`src/rtl/ct_lsu_dcache_data_refill_wr_if.sv`:
```
// Refill/read/array bundle for the dcache data-bank refill write sequencer.
// master: upstream refill/pipeline side plus the array model.
// slave : the sequencer itself.
interface ct_lsu_dcache_data_refill_wr_if #(
  parameter int IDX_W  = 11,
  parameter int BEAT_W = 128
);
  logic                refill_req_vld;
  logic [IDX_W-5:0]    refill_req_line;
  logic [1:0]          refill_req_start_beat;
  logic                refill_req_rdy;
  logic                refill_beat_vld;
  logic [BEAT_W-1:0]   refill_beat_data;
  logic                refill_beat_rdy;
  logic                refill_done;
  logic                rd_req_vld;
  logic [IDX_W-1:0]    rd_req_idx;
  logic                rd_dout_vld;
  logic [31:0]         rd_dout;
  logic                data_gateclk_en;
  logic                data_sel_b;
  logic                data_gwen_b;
  logic [3:0]          data_wen_b;
  logic [IDX_W-1:0]    data_idx;
  logic [31:0]         data_din;
  logic [31:0]         data_dout;

  modport master (
    output refill_req_vld, refill_req_line, refill_req_start_beat,
    output refill_beat_vld, refill_beat_data, rd_req_vld, rd_req_idx, data_dout,
    input  refill_req_rdy, refill_beat_rdy, refill_done, rd_dout_vld, rd_dout,
    input  data_gateclk_en, data_sel_b, data_gwen_b, data_wen_b, data_idx, data_din
  );

  modport slave (
    input  refill_req_vld, refill_req_line, refill_req_start_beat,
    input  refill_beat_vld, refill_beat_data, rd_req_vld, rd_req_idx, data_dout,
    output refill_req_rdy, refill_beat_rdy, refill_done, rd_dout_vld, rd_dout,
    output data_gateclk_en, data_sel_b, data_gwen_b, data_wen_b, data_idx, data_din
  );
endinterface

```
`src/rtl/ct_lsu_dcache_data_refill_wr.sv`:
```
// Dcache data-bank refill write sequencer.
// Takes a line refill request and four 128-bit beats, writes each beat as four
// single-word array writes, and shares the array port with pipeline reads
// (reads always win, stalling the pending write by one cycle).
// Optional feature macro: LSU_REFILL_CRITICAL_FIRST_EN -- beats are written in
// wrap order starting at refill_req_start_beat instead of always starting at 0.
module ct_lsu_dcache_data_refill_wr #(
  parameter int IDX_W  = 11,
  parameter int BEAT_W = 128
) (
  input logic                              forever_cpuclk,
  input logic                              cpurst_b,
  ct_lsu_dcache_data_refill_wr_if.slave    bus
);
  localparam int LINE_W = IDX_W - 4;

  localparam logic [1:0] IDLE      = 2'd0;
  localparam logic [1:0] WAIT_BEAT = 2'd1;
  localparam logic [1:0] WRITE     = 2'd2;

  logic [1:0]        state_q, state_d;
  logic [LINE_W-1:0] line_q, line_d;
  logic [1:0]        beat_cnt_q, beat_cnt_d;
  logic [1:0]        wcnt_q, wcnt_d;
  logic [1:0]        beats_done_q, beats_done_d;
  logic [BEAT_W-1:0] beat_buf_q, beat_buf_d;
  logic              rd_vld_q;
  logic              done_q, done_d;
  logic              wr_issue;
  logic [1:0]        start_beat;

`ifdef LSU_REFILL_CRITICAL_FIRST_EN
  assign start_beat = bus.refill_req_start_beat;
`else
  logic unused_start_beat;
  assign unused_start_beat = ^bus.refill_req_start_beat;
  assign start_beat = 2'd0;
`endif

  // A pending write only reaches the array when no pipeline read claims the port.
  assign wr_issue = (state_q == WRITE) && !bus.rd_req_vld;

  assign bus.refill_req_rdy  = (state_q == IDLE);
  assign bus.refill_beat_rdy = (state_q == WAIT_BEAT);
  assign bus.refill_done     = done_q;
  assign bus.rd_dout_vld     = rd_vld_q;
  assign bus.rd_dout         = bus.data_dout;
  assign bus.data_gateclk_en = bus.rd_req_vld | wr_issue;

  // Array port mux: read has priority, then refill write, else port parked.
  always_comb begin
    bus.data_sel_b  = 1'b1;
    bus.data_gwen_b = 1'b1;
    bus.data_wen_b  = 4'hF;
    bus.data_idx    = '0;
    bus.data_din    = '0;
    if (bus.rd_req_vld) begin
      bus.data_sel_b = 1'b0;
      bus.data_idx   = bus.rd_req_idx;
    end else if (wr_issue) begin
      bus.data_sel_b  = 1'b0;
      bus.data_gwen_b = 1'b0;
      bus.data_wen_b  = 4'h0;
      bus.data_idx    = {line_q, beat_cnt_q, wcnt_q};
      bus.data_din    = beat_buf_q[{wcnt_q, 5'b0} +: 32];
    end
  end

  // Refill sequencing: request -> beat capture -> four word writes per beat.
  always_comb begin
    state_d      = state_q;
    line_d       = line_q;
    beat_cnt_d   = beat_cnt_q;
    wcnt_d       = wcnt_q;
    beats_done_d = beats_done_q;
    beat_buf_d   = beat_buf_q;
    done_d       = 1'b0;
    case (state_q)
      IDLE: begin
        if (bus.refill_req_vld) begin
          line_d       = bus.refill_req_line;
          beat_cnt_d   = start_beat;
          wcnt_d       = 2'd0;
          beats_done_d = 2'd0;
          state_d      = WAIT_BEAT;
        end
      end
      WAIT_BEAT: begin
        if (bus.refill_beat_vld) begin
          beat_buf_d = bus.refill_beat_data;
          state_d    = WRITE;
        end
      end
      WRITE: begin
        if (wr_issue) begin
          wcnt_d = wcnt_q + 2'd1;
          if (wcnt_q == 2'd3) begin
            if (beats_done_q == 2'd3) begin
              state_d = IDLE;
              done_d  = 1'b1;
            end else begin
              beat_cnt_d   = beat_cnt_q + 2'd1;
              beats_done_d = beats_done_q + 2'd1;
              state_d      = WAIT_BEAT;
            end
          end
        end
      end
      default: state_d = IDLE;
    endcase
  end

  // State and datapath registers; reset abandons any refill in flight.
  always_ff @(posedge forever_cpuclk or negedge cpurst_b) begin
    if (!cpurst_b) begin
      state_q      <= IDLE;
      line_q       <= '0;
      beat_cnt_q   <= 2'd0;
      wcnt_q       <= 2'd0;
      beats_done_q <= 2'd0;
      beat_buf_q   <= '0;
      rd_vld_q     <= 1'b0;
      done_q       <= 1'b0;
    end else begin
      state_q      <= state_d;
      line_q       <= line_d;
      beat_cnt_q   <= beat_cnt_d;
      wcnt_q       <= wcnt_d;
      beats_done_q <= beats_done_d;
      beat_buf_q   <= beat_buf_d;
      rd_vld_q     <= bus.rd_req_vld;
      done_q       <= done_d;
    end
  end
endmodule

```
`src/flat_wrapper.sv`:
```
// flat-port wrapper written by rule: the top's interface ports become plain ports
module ct_lsu_dcache_data_refill_wr_flat 
#(
  parameter int IDX_W  = 11,
  parameter int BEAT_W = 128
)
  (forever_cpuclk, cpurst_b, bus_refill_req_vld, bus_refill_req_line, bus_refill_req_start_beat, bus_refill_beat_vld, bus_refill_beat_data, bus_rd_req_vld, bus_rd_req_idx, bus_data_dout, bus_refill_req_rdy, bus_refill_beat_rdy, bus_refill_done, bus_rd_dout_vld, bus_rd_dout, bus_data_gateclk_en, bus_data_sel_b, bus_data_gwen_b, bus_data_wen_b, bus_data_idx, bus_data_din);
  ct_lsu_dcache_data_refill_wr_if #(.IDX_W(IDX_W), .BEAT_W(BEAT_W)) bus_i ();
  input logic forever_cpuclk;
  input logic cpurst_b;
  input wire logic [$bits(bus_i.refill_req_vld)-1:0] bus_refill_req_vld;
  input wire logic [$bits(bus_i.refill_req_line)-1:0] bus_refill_req_line;
  input wire logic [$bits(bus_i.refill_req_start_beat)-1:0] bus_refill_req_start_beat;
  input wire logic [$bits(bus_i.refill_beat_vld)-1:0] bus_refill_beat_vld;
  input wire logic [$bits(bus_i.refill_beat_data)-1:0] bus_refill_beat_data;
  input wire logic [$bits(bus_i.rd_req_vld)-1:0] bus_rd_req_vld;
  input wire logic [$bits(bus_i.rd_req_idx)-1:0] bus_rd_req_idx;
  input wire logic [$bits(bus_i.data_dout)-1:0] bus_data_dout;
  output wire logic [$bits(bus_i.refill_req_rdy)-1:0] bus_refill_req_rdy;
  output wire logic [$bits(bus_i.refill_beat_rdy)-1:0] bus_refill_beat_rdy;
  output wire logic [$bits(bus_i.refill_done)-1:0] bus_refill_done;
  output wire logic [$bits(bus_i.rd_dout_vld)-1:0] bus_rd_dout_vld;
  output wire logic [$bits(bus_i.rd_dout)-1:0] bus_rd_dout;
  output wire logic [$bits(bus_i.data_gateclk_en)-1:0] bus_data_gateclk_en;
  output wire logic [$bits(bus_i.data_sel_b)-1:0] bus_data_sel_b;
  output wire logic [$bits(bus_i.data_gwen_b)-1:0] bus_data_gwen_b;
  output wire logic [$bits(bus_i.data_wen_b)-1:0] bus_data_wen_b;
  output wire logic [$bits(bus_i.data_idx)-1:0] bus_data_idx;
  output wire logic [$bits(bus_i.data_din)-1:0] bus_data_din;
  assign bus_i.refill_req_vld = bus_refill_req_vld;
  assign bus_i.refill_req_line = bus_refill_req_line;
  assign bus_i.refill_req_start_beat = bus_refill_req_start_beat;
  assign bus_i.refill_beat_vld = bus_refill_beat_vld;
  assign bus_i.refill_beat_data = bus_refill_beat_data;
  assign bus_i.rd_req_vld = bus_rd_req_vld;
  assign bus_i.rd_req_idx = bus_rd_req_idx;
  assign bus_i.data_dout = bus_data_dout;
  assign bus_refill_req_rdy = bus_i.refill_req_rdy;
  assign bus_refill_beat_rdy = bus_i.refill_beat_rdy;
  assign bus_refill_done = bus_i.refill_done;
  assign bus_rd_dout_vld = bus_i.rd_dout_vld;
  assign bus_rd_dout = bus_i.rd_dout;
  assign bus_data_gateclk_en = bus_i.data_gateclk_en;
  assign bus_data_sel_b = bus_i.data_sel_b;
  assign bus_data_gwen_b = bus_i.data_gwen_b;
  assign bus_data_wen_b = bus_i.data_wen_b;
  assign bus_data_idx = bus_i.data_idx;
  assign bus_data_din = bus_i.data_din;
  ct_lsu_dcache_data_refill_wr #(.IDX_W(IDX_W), .BEAT_W(BEAT_W)) u_core (.forever_cpuclk(forever_cpuclk), .cpurst_b(cpurst_b), .bus(bus_i));
endmodule
```
`config.mk`:
```
export PLATFORM = sky130hd
export DESIGN_NAME = ct_lsu_dcache_data_refill_wr_flat
export DESIGN_NICKNAME = d
export VERILOG_FILES = /design/src/rtl/ct_lsu_dcache_data_refill_wr_if.sv /design/src/rtl/ct_lsu_dcache_data_refill_wr.sv /design/src/flat_wrapper.sv
export SDC_FILE = /design/constraint.sdc
export NUM_CORES = 1
export LEC_CHECK = 0
export ABC_AREA = 1
export BUFFER_PORTS_ARGS = -buffer_cell sky130_fd_sc_hd__clkbuf_2
export CAP_MARGIN = 20
export CORE_MARGIN = 2
export CORE_UTILIZATION = 45
export CTS_BUF_LIST = sky130_fd_sc_hd__clkbuf_8
export CTS_CLUSTER_SIZE = 25
export DETAILED_ROUTE_END_ITERATION = 10
export GPL_TIMING_DRIVEN = 0
export PLACE_DENSITY_LB_ADDON = 0.2
export SLEW_MARGIN = 20
export SYNTH_ARGS = -nofsm -noshare
export SYNTH_HDL_FRONTEND = slang
export SYNTH_SLANG_ARGS = --single-unit
```
`constraint.sdc`:
```
create_clock -name forever_cpuclk -period 4.25 [get_ports forever_cpuclk]
set_input_delay 1.275 -clock forever_cpuclk [delete_from_list [all_inputs] [get_ports forever_cpuclk]]
set_output_delay 1.275 -clock forever_cpuclk [all_outputs]
set_load 0.05 [all_outputs]
```
Yosys cells after proc, flatten, opt, wreduce, memory -nomap -nowiden --
Cells that the tools add are included.
Word-level totals: bits in registers 145, bits of input ports 185, output and inout port bits 86, logic and storage cells 61
Operators by class: add/sub/neg operators 3, equal/unequal tests 9, shifts and indexed selects 1, muxes and demuxes 30, bitwise gates (word level) 1, reductions and logical operators 9
Operators by type and width (number):
- variable part select 128 x 8 -> 32 bit | 1
- two-way mux 32 bit | 2
- two-way mux 2 bit | 12
- two-way mux 11 bit | 2
- one-hot mux 2 bit (2 select lines) | 3
- two-way mux 1 bit | 8
- two-way mux 4 bit | 2
- inequality test 2 bit (second input constant) | 4
- adder 2 x 1 -> 2 bit (second input constant) | 3
- == test 2 bit (second input constant) | 3
- one-hot mux 2 bit (3 select lines) | 1
- AND reduction 5 bit | 1
- AND reduction 2 bit | 2
- AND reduction 4 bit | 1
- AND reduction 3 bit | 1
- == test 2 x 1 -> 1 bit (second input constant) | 1
- zero test 2 bit | 1
- inequality test 2 x 1 -> 1 bit (second input constant) | 1
- nonzero test 2 bit | 1
- logical AND 1 bit | 1
- zero test 1 bit | 1
- OR 1 bit | 1

Depth between registers and ports, before layout --
Gate-level depths: netlist of run 1.
depth after elaboration 5, depth in mapped cells 7, depth with buffers taken out 7

Worst setup path after synthesis of run 1 --
OpenSTA, ideal clock, no wires.
path kind input to output, start point in bus_rd_req_vld, end point out bus_data_din[22], arrival 2.801 ns, required time 2.975 ns, setup slack 0.174 ns, stages 4, cell sequence inv_1 > nand3_1 > buf_1 > a21oi_1
On the way: word-level cells in the longest chain between the ends 4
Ends and longest elaborated chain:
- from (decl) | RTL line flat_wrapper.sv:16 | input wire logic [$bits(bus_i.rd_req_vld)-1:0] bus_rd_req_vld;
- zero test 1 bit | RTL line ct_lsu_dcache_data_refill_wr.sv:41 | assign wr_issue = (state_q == WRITE) && !bus.rd_req_vld;
- logical AND 1 bit | RTL line ct_lsu_dcache_data_refill_wr.sv:41
- two-way mux 32 bit | RTL line ct_lsu_dcache_data_refill_wr.sv:60 | end else if (wr_issue) begin
- two-way mux 32 bit (*) | RTL line ct_lsu_dcache_data_refill_wr.sv:57 | if (bus.rd_req_vld) begin
- to (decl) | RTL line flat_wrapper.sv:29 | output wire logic [$bits(bus_i.data_din)-1:0] bus_data_din;
Every way passes the cells marked *; elsewhere a longest branch is shown, timed or not.

Worst setup path after layout of run 1 --
start point in bus_rd_req_vld, end point out bus_data_wen_b[3]
On the way: word-level cells in the longest chain between the ends 4
Ends and longest elaborated chain:
- zero test 1 bit | RTL line ct_lsu_dcache_data_refill_wr.sv:41
- logical AND 1 bit | RTL line ct_lsu_dcache_data_refill_wr.sv:41
- two-way mux 4 bit | RTL line ct_lsu_dcache_data_refill_wr.sv:60
- two-way mux 4 bit (*) | RTL line ct_lsu_dcache_data_refill_wr.sv:57
- to (decl) | RTL line flat_wrapper.sv:27 | output wire logic [$bits(bus_i.data_wen_b)-1:0] bus_data_wen_b;
Marks and branches as above.

==> flow_summary.json, run 1 <==
{
  "setup_viol": 0,
  "post_cts_buffers": 0,
  "end_kind": "output port",
  "synth_cells": 980,
  "io_pins": 271,
  "cts_tree": "built",
  "p_sw_share_pct": 43.6,
  "synth_top_flop_cell": "dfrtp_1",
  "seq_area_mm2": 0.00363,
  "seq_area_frac_synth_pct": 50.2,
  "cts_buffers": 17,
  "antenna_left": 0,
  "internal_power_mw": 3.42,
  "overflow": 0,
  "synth_fp_nets": 1167,
  "clk_latency_ns": 0.48,
  "dieHeight_um": 131,
  "ys_ff_latch": 145,
  "core_area_mm2": 0.0158,
  "diodes": 0,
  "synth_warnings": 0,
  "crit_top_cell": "clkbuf_2",
  "synthTopCellsByArea": "dfrtp_1, nand2_1, a21oi_1",
  "p_leak_nw": 5.15,
  "worst_pin_slew_ns": 0.691,
  "setup.worst_path.end": "bus_data_wen_b[3]",
  "die_w_um": 131,
  "worstSetupPathType": "in2out",
  "drive_gt1_share_pct": 26.6,
  "seq_power_share_pct": 36.3,
  "cts.sinks": 145,
  "grt_pass1_wl_mm": 32.6,
  "status": "complete, no violations",
  "slew_headroom_pct": 53.9,
  "clk_pin_slew_worst_paths_ns": 0.08,
  "r2r_slack_ns": 2.57,
  "synth_most_common_cell": "nand2_1",
  "antenna_found_initial": 0,
  "cts_hold_buf": 0,
  "synth_edf_count": 0,
  "p_comb_share_pct": 43.9,
  "ir_drop_mv": 0.380,
  "finalCritPeriodShare_pct": 94.7,
  "drc_errors": 0,
  "die-area_mm2": 0.0171,
  "r2r_end": "u_core.beats_done_q[1]$_DFFE_PN0P_",
  "cp_max_fo": 14,
  "rsz0062_at_grt": "no",
  "worst_r2r_path_depth": 6,
  "hold_path_class": "reg2reg",
  "num_rows": 46,
  "detailed_place_hpwl_mm": 15.3,
  "synth_area_per_cell_um2": 7.38,
  "nets": 1421,
  "crit_chain": "clkbuf_2 -> inv_1 -> nand3_1 -> buf_1 -> buf_4 -> clkbuf_2",
  "fin_skew_ns": 0.00902,
  "holdWs_ns": 0.476,
  "cts_root_buf": "clkbuf_8",
  "pwr-share-clk_pct": 19.8,
  "dr.first_iter.drc_count": 449,
  "powerDensity_mw_per_mm2": 663,
  "synth.largest_area_cell": "dfrtp_1",
  "yosysUniqueCellTypes": 19,
  "critPathTopFamily": "buffers and inverters",
  "crit_arrival_ns": 2.75,
  "cp-start-kind": "input port",
  "gp_congestion": 0.809,
  "initial_core_util_pct": 45.9,
  "fin_util_pct": 58.0,
  "timing.rr.start": "u_core.state_q[1]$_DFFE_PN0P_",
  "slew_viol_final": 0,
  "cp_num_buf_inv": 5,
  "power_switching_mw": 2.65,
  "n_fill_cell": 1591,
  "fin_crit_ns": 4.03,
  "area_delta_synth_final_pct": 26.4,
  "grt_max_degree": 92,
  "fin_setup_tns_ns": 0,
  "final-hold-violation-count": 0,
  "drv_cap": 0,
  "grt_usage_pct": 25.4,
  "vias": 7060,
  "viasPerCell": 4.83,
  "cts_resized": 0,
  "placed_cell_area_mm2": 0.00871,
  "dr.pass1.iters": 7,
  "cp-startpoint": "bus_rd_req_vld",
  "syn_area_mm2": 0.00723,
  "wirelength_mm": 21.2,
  "async_flop_share_pct": 100,
  "cts_max_level": 4,
  "final_area_mm2": 0.00915,
  "critPathRequiredTime_ns": 2.97,
  "max_freq_mhz": 248,
  "worst-path-stages": 6,
  "cts_buffer_depth": 2,
  "multi_input_area_mm2": 0.00268,
  "crit_path_top_delay_cell": "buf_1",
  "synth_top_area_share_pct": 50.2,
  "wl_per_cell_um": 14.5,
  "cpPeakStageDelay_ns": 0.57,
  "grt_pass1_vias": 6383,
  "synth_common_cells": "nand2_1, nor2_1, dfrtp_1",
  "io_buffer_count": 234
}
## layout by cell type (no fill, tap or decap), drive strengths merged, types with 2 or more instances in the layout
master / n
a21oi: 128
nor2: 166
nand2: 251
bufinv: 4
inv: 107
o21ai: 7
dfrtp: 145
clkinv: 6
clkinvlp: 4
nand3: 77
clkbuf: 279
buf: 68
ha: 2
## how the worst min path moves through the flow
stage	startpoint	end	cells after the start
after floorplan	u_core.line_q[0]$_DFFE_PN0P_	u_core.line_q[0]$_DFFE_PN0P_	2
after global placement	u_core.beat_buf_q[70]$_DFFE_PN0P_	u_core.beat_buf_q[70]$_DFFE_PN0P_	2
after detailed placement	u_core.line_q[3]$_DFFE_PN0P_	u_core.line_q[3]$_DFFE_PN0P_	2
after global routing	u_core.beat_buf_q[64]$_DFFE_PN0P_	u_core.beat_buf_q[64]$_DFFE_PN0P_	2
after CTS	u_core.beat_buf_q[88]$_DFFE_PN0P_	u_core.beat_buf_q[88]$_DFFE_PN0P_	2
final	u_core.beat_buf_q[93]$_DFFE_PN0P_	u_core.beat_buf_q[93]$_DFFE_PN0P_	2
## state kept, by name, indices dropped and copies added, names as in the netlist
register / count
u_core.beat_buf_q: 128
u_core.line_q: 7
u_core.bus.refill_done: 1
u_core.wcnt_q: 2
u_core.beat_cnt_q: 2
u_core.beats_done_q: 2
u_core.bus.rd_dout_vld: 1
u_core.state_q: 2
## per-layer routing
metal	share of wire [%]	track usage [%]
met3	6.4	4.40
met5	0	0
met4	2.9	10.7
met2	47	39.7
met1	44	35.1
## layout make-up
cell class / count / share of cell area, %
flip-flops and latches: 145 / 39.7
multi-input cells: 633 / 29.3
repair buffers: 235 / 13.2
plain buffers: 94 / 5.70
inverters: 108 / 4.43
well taps: 216 / 2.95
clock buffers: 18 / 2.71
clock inverters: 13 / 2.04
## cell families (layout without fill, tap and decap cells)
| group | Yosys count | in the layout | share of synthesized area, % |
|---|---|---|---|
| DFF | 145 | 145 | 50.2 |
| and+or+nand+nor | 496 | 496 | 27.3 |
| buffers and inverters | 202 | 468 | 12.8 |
| AOI/OAI and AO/OA | 135 | 135 | 9.34 |
| adders and majority gates | 2 | 2 | 0.346 |
## power by group through the flow
| stage | clock (mW) | combinational [mW] | sequential (mW) |
|---|---|---|---|
| 2_1_floorplan | 0 | 1.97 | 2.17 |
| 5_1_grt | 1.27 | 3.00 | 2.26 |
| 6_report | 1.20 | 2.66 | 2.20 |
| 4_1_cts | 1.22 | 2.68 | 2.20 |
| 3_5_place_dp | 0 | 2.67 | 2.23 |
| 3_3_place_gp | 0 | 2.61 | 2.20 |
## tightest hold or removal path, cell delays in order (launching register included)
cell and delay (ns):
dfrtp_1 0.35, nand2_1 0.05, nand2_1 0.04
## through the flow
stage          setup slack (ns)  cells  total power, mW
2_1_floorplan             0.174    980             4.14
3_3_place_gp             -0.621   1430             4.82
3_5_place_dp              0.206   1431             4.90
4_1_cts                   0.207   1462             6.10
5_1_grt                   0.129   1462             6.53
6_report                  0.224   1462             6.07
(Power assumes the default switching activity.)
==> run 2: changes to the inputs <==
==> constraint.sdc (replaced) <==
create_clock -name forever_cpuclk -period 4.25 [get_ports forever_cpuclk]
set_input_delay 0 -clock forever_cpuclk [delete_from_list [all_inputs] [get_ports forever_cpuclk]]
set_output_delay 0 -clock forever_cpuclk [all_outputs]
set_load 0.05 [all_outputs]
==> run 2 against run 1 <==
Clock skew grew 0.0013 ns. Via count is 9.8% higher. Global-route usage rose by 2.9 points. Wire length up 13%. Sequential power about the same. Fmax rose by 62%. Critical path depth increased by 1. Sequential cell count unchanged. Count of clock-buffer cells in the layout did not move. Largest cell class unchanged.
==> flow_summary.json, run 2 (same netlist as run 1, synthesis figures left out) <==
{
  "vias": 7755,
  "cp-startpoint": "u_core.wcnt_q[0]$_DFFE_PN0P_",
  "seq_area_mm2": 0.00363,
  "die_w_um": 131,
  "ir_drop_mv": 0.401,
  "max_freq_mhz": 404,
  "slew_headroom_pct": 51.5,
  "worstSetupPathType": "reg2out",
  "dr.first_iter.drc_count": 494,
  "cts.sinks": 145,
  "fin_util_pct": 67.3,
  "grt_max_degree": 92,
  "final-hold-violation-count": 0,
  "timing.rr.start": "u_core.state_q[1]$_DFFE_PN0P_",
  "drc_errors": 0,
  "top_register": "u_core.beat_buf_q",
  "cp_num_buf_inv": 4,
  "nets": 1568,
  "post_cts_buffers": 0,
  "area_delta_synth_final_pct": 46.8,
  "dr.pass1.iters": 5,
  "gp_congestion": 0.809,
  "drive_gt1_share_pct": 23.8,
  "cts_max_level": 4,
  "core_area_mm2": 0.0158,
  "end_kind": "output port",
  "finalCritPeriodShare_pct": 58.3,
  "final_cell_mix": "nand2_1, clkbuf_2, nor2_1",
  "hold_path_class": "in2async",
  "status": "complete, no violations",
  "initial_core_util_pct": 45.9,
  "critPathTopFamily": "buffers and inverters",
  "critPathRequiredTime_ns": 4.25,
  "powerDensity_mw_per_mm2": 586,
  "cp-start-kind": "register",
  "fin_crit_ns": 2.48,
  "io_buffer_count": 234,
  "cts_buffers": 17,
  "num_rows": 46,
  "cpPeakStageDelay_ns": 0.37,
  "wl_per_cell_um": 14.9,
  "p_leak_nw": 5.75,
  "n_fill_cell": 1389,
  "reg.largest.list": "u_core.beat_buf_q: 128 flops, u_core.line_q: 7 flops",
  "fin_setup_tns_ns": 0,
  "cp_max_fo": 10,
  "layout_setup_ws_ns": 1.77,
  "cts_root_buf": "clkbuf_8",
  "multi_input_area_mm2": 0.00268,
  "setup_viol": 0,
  "largest_reg_flops": 128,
  "antenna_found_initial": 0,
  "die-area_mm2": 0.0171,
  "antenna_left": 0,
  "crit_chain": "buf_2 -> clkinv_1 -> clkbuf_1 -> nand2_1 -> nand3_1 -> a21oi_1 -> clkbuf_2",
  "fin_skew_ns": 0.0103,
  "clk_pin_slew_worst_paths_ns": 0.08,
  "rsz0062_at_grt": "no",
  "cts_tree": "built",
  "detailed_place_hpwl_mm": 15.3,
  "final_common_cell": "nand2_1",
  "clk_latency_ns": 0.46,
  "wirelength_mm": 23.9,
  "crit_path_top_delay_cell": "dfrtp_1",
  "grt_pass1_wl_mm": 36.7,
  "post-place-ws_ns": 2.29,
  "viasPerCell": 4.82,
  "cts_buffer_depth": 2,
  "slew_viol_final": 0,
  "drv_cap": 0,
  "diodes": 0,
  "grt_pass1_vias": 7464,
  "overflow": 0,
  "grt_usage_pct": 28.3,
  "dieHeight_um": 131,
  "worst_pin_slew_ns": 0.727,
  "crit_arrival_ns": 2.48,
  "io_pins": 271
}
-- run 2: per-stage QoR --
stage / hold WS [ns] / area, um^2 / instances / power [mW]
5_1_grt: 0.0865 / 10600 / 1609 / 6.67
3_3_place_gp: 0.214 / 8680 / 1430 / 4.82
2_1_floorplan: -0.296 / 7230 / 980 / 4.14
3_5_place_dp: 0.00212 / 8710 / 1431 / 4.90
4_1_cts: 0.0643 / 10600 / 1609 / 6.22
6_report: 0.0697 / 10600 / 1609 / 6.22
-- run 2: worst paths after layout --
path	end	slack, ns	depth (start not counted)
max in group asynchronous	u_core.beat_buf_q[76]$_DFFE_PN0P_	3.34	3
min in group forever_cpuclk	u_core.line_q[3]$_DFFE_PN0P_	0.09	4
max reg2reg	u_core.beats_done_q[1]$_DFFE_PN0P_	2.58	6
max	bus_data_din[20]	1.77	7
min	u_core.beat_buf_q[36]$_DFFE_PN0P_	0.07	2
min reg2reg	u_core.beat_buf_q[78]$_DFFE_PN0P_	0.48	2
-- run 2: timing repair --
action                    4_1_cts  5_1_grt
hold endpoints to repair      283        0
hold buffers                  147        0
gates resized for setup         0        0
-- run 2: cell type report --
class / count / area share, %
repair buffers: 382 / 25.2
flip-flops and latches: 145 / 34.2
well taps: 216 / 2.55
clock inverters: 13 / 1.76
inverters: 108 / 3.82
clock buffers: 18 / 2.33
multi-input cells: 633 / 25.2
plain buffers: 94 / 4.91
-- run 2: layer usage --
layer / global-route usage [%] / vias up / share of wire (%) / wire length, um
li1: - / 3781 / - / -
met3: 4.64 / 49 / 5.6 / 1350
met4: 11.3 / 0 / 2.6 / 625
met2: 48.3 / 308 / 50 / 11900
met1: 36.1 / 3617 / 42 / 10100
met5: 0 / - / 0 / 0
-- run 2: power breakdown --
group / total [mW] / internal, mW / switching, mW
clock network: 1.20 / 0.652 / 0.547
registers: 2.21 / 1.98 / 0.222
logic: 2.81 / 0.887 / 1.93
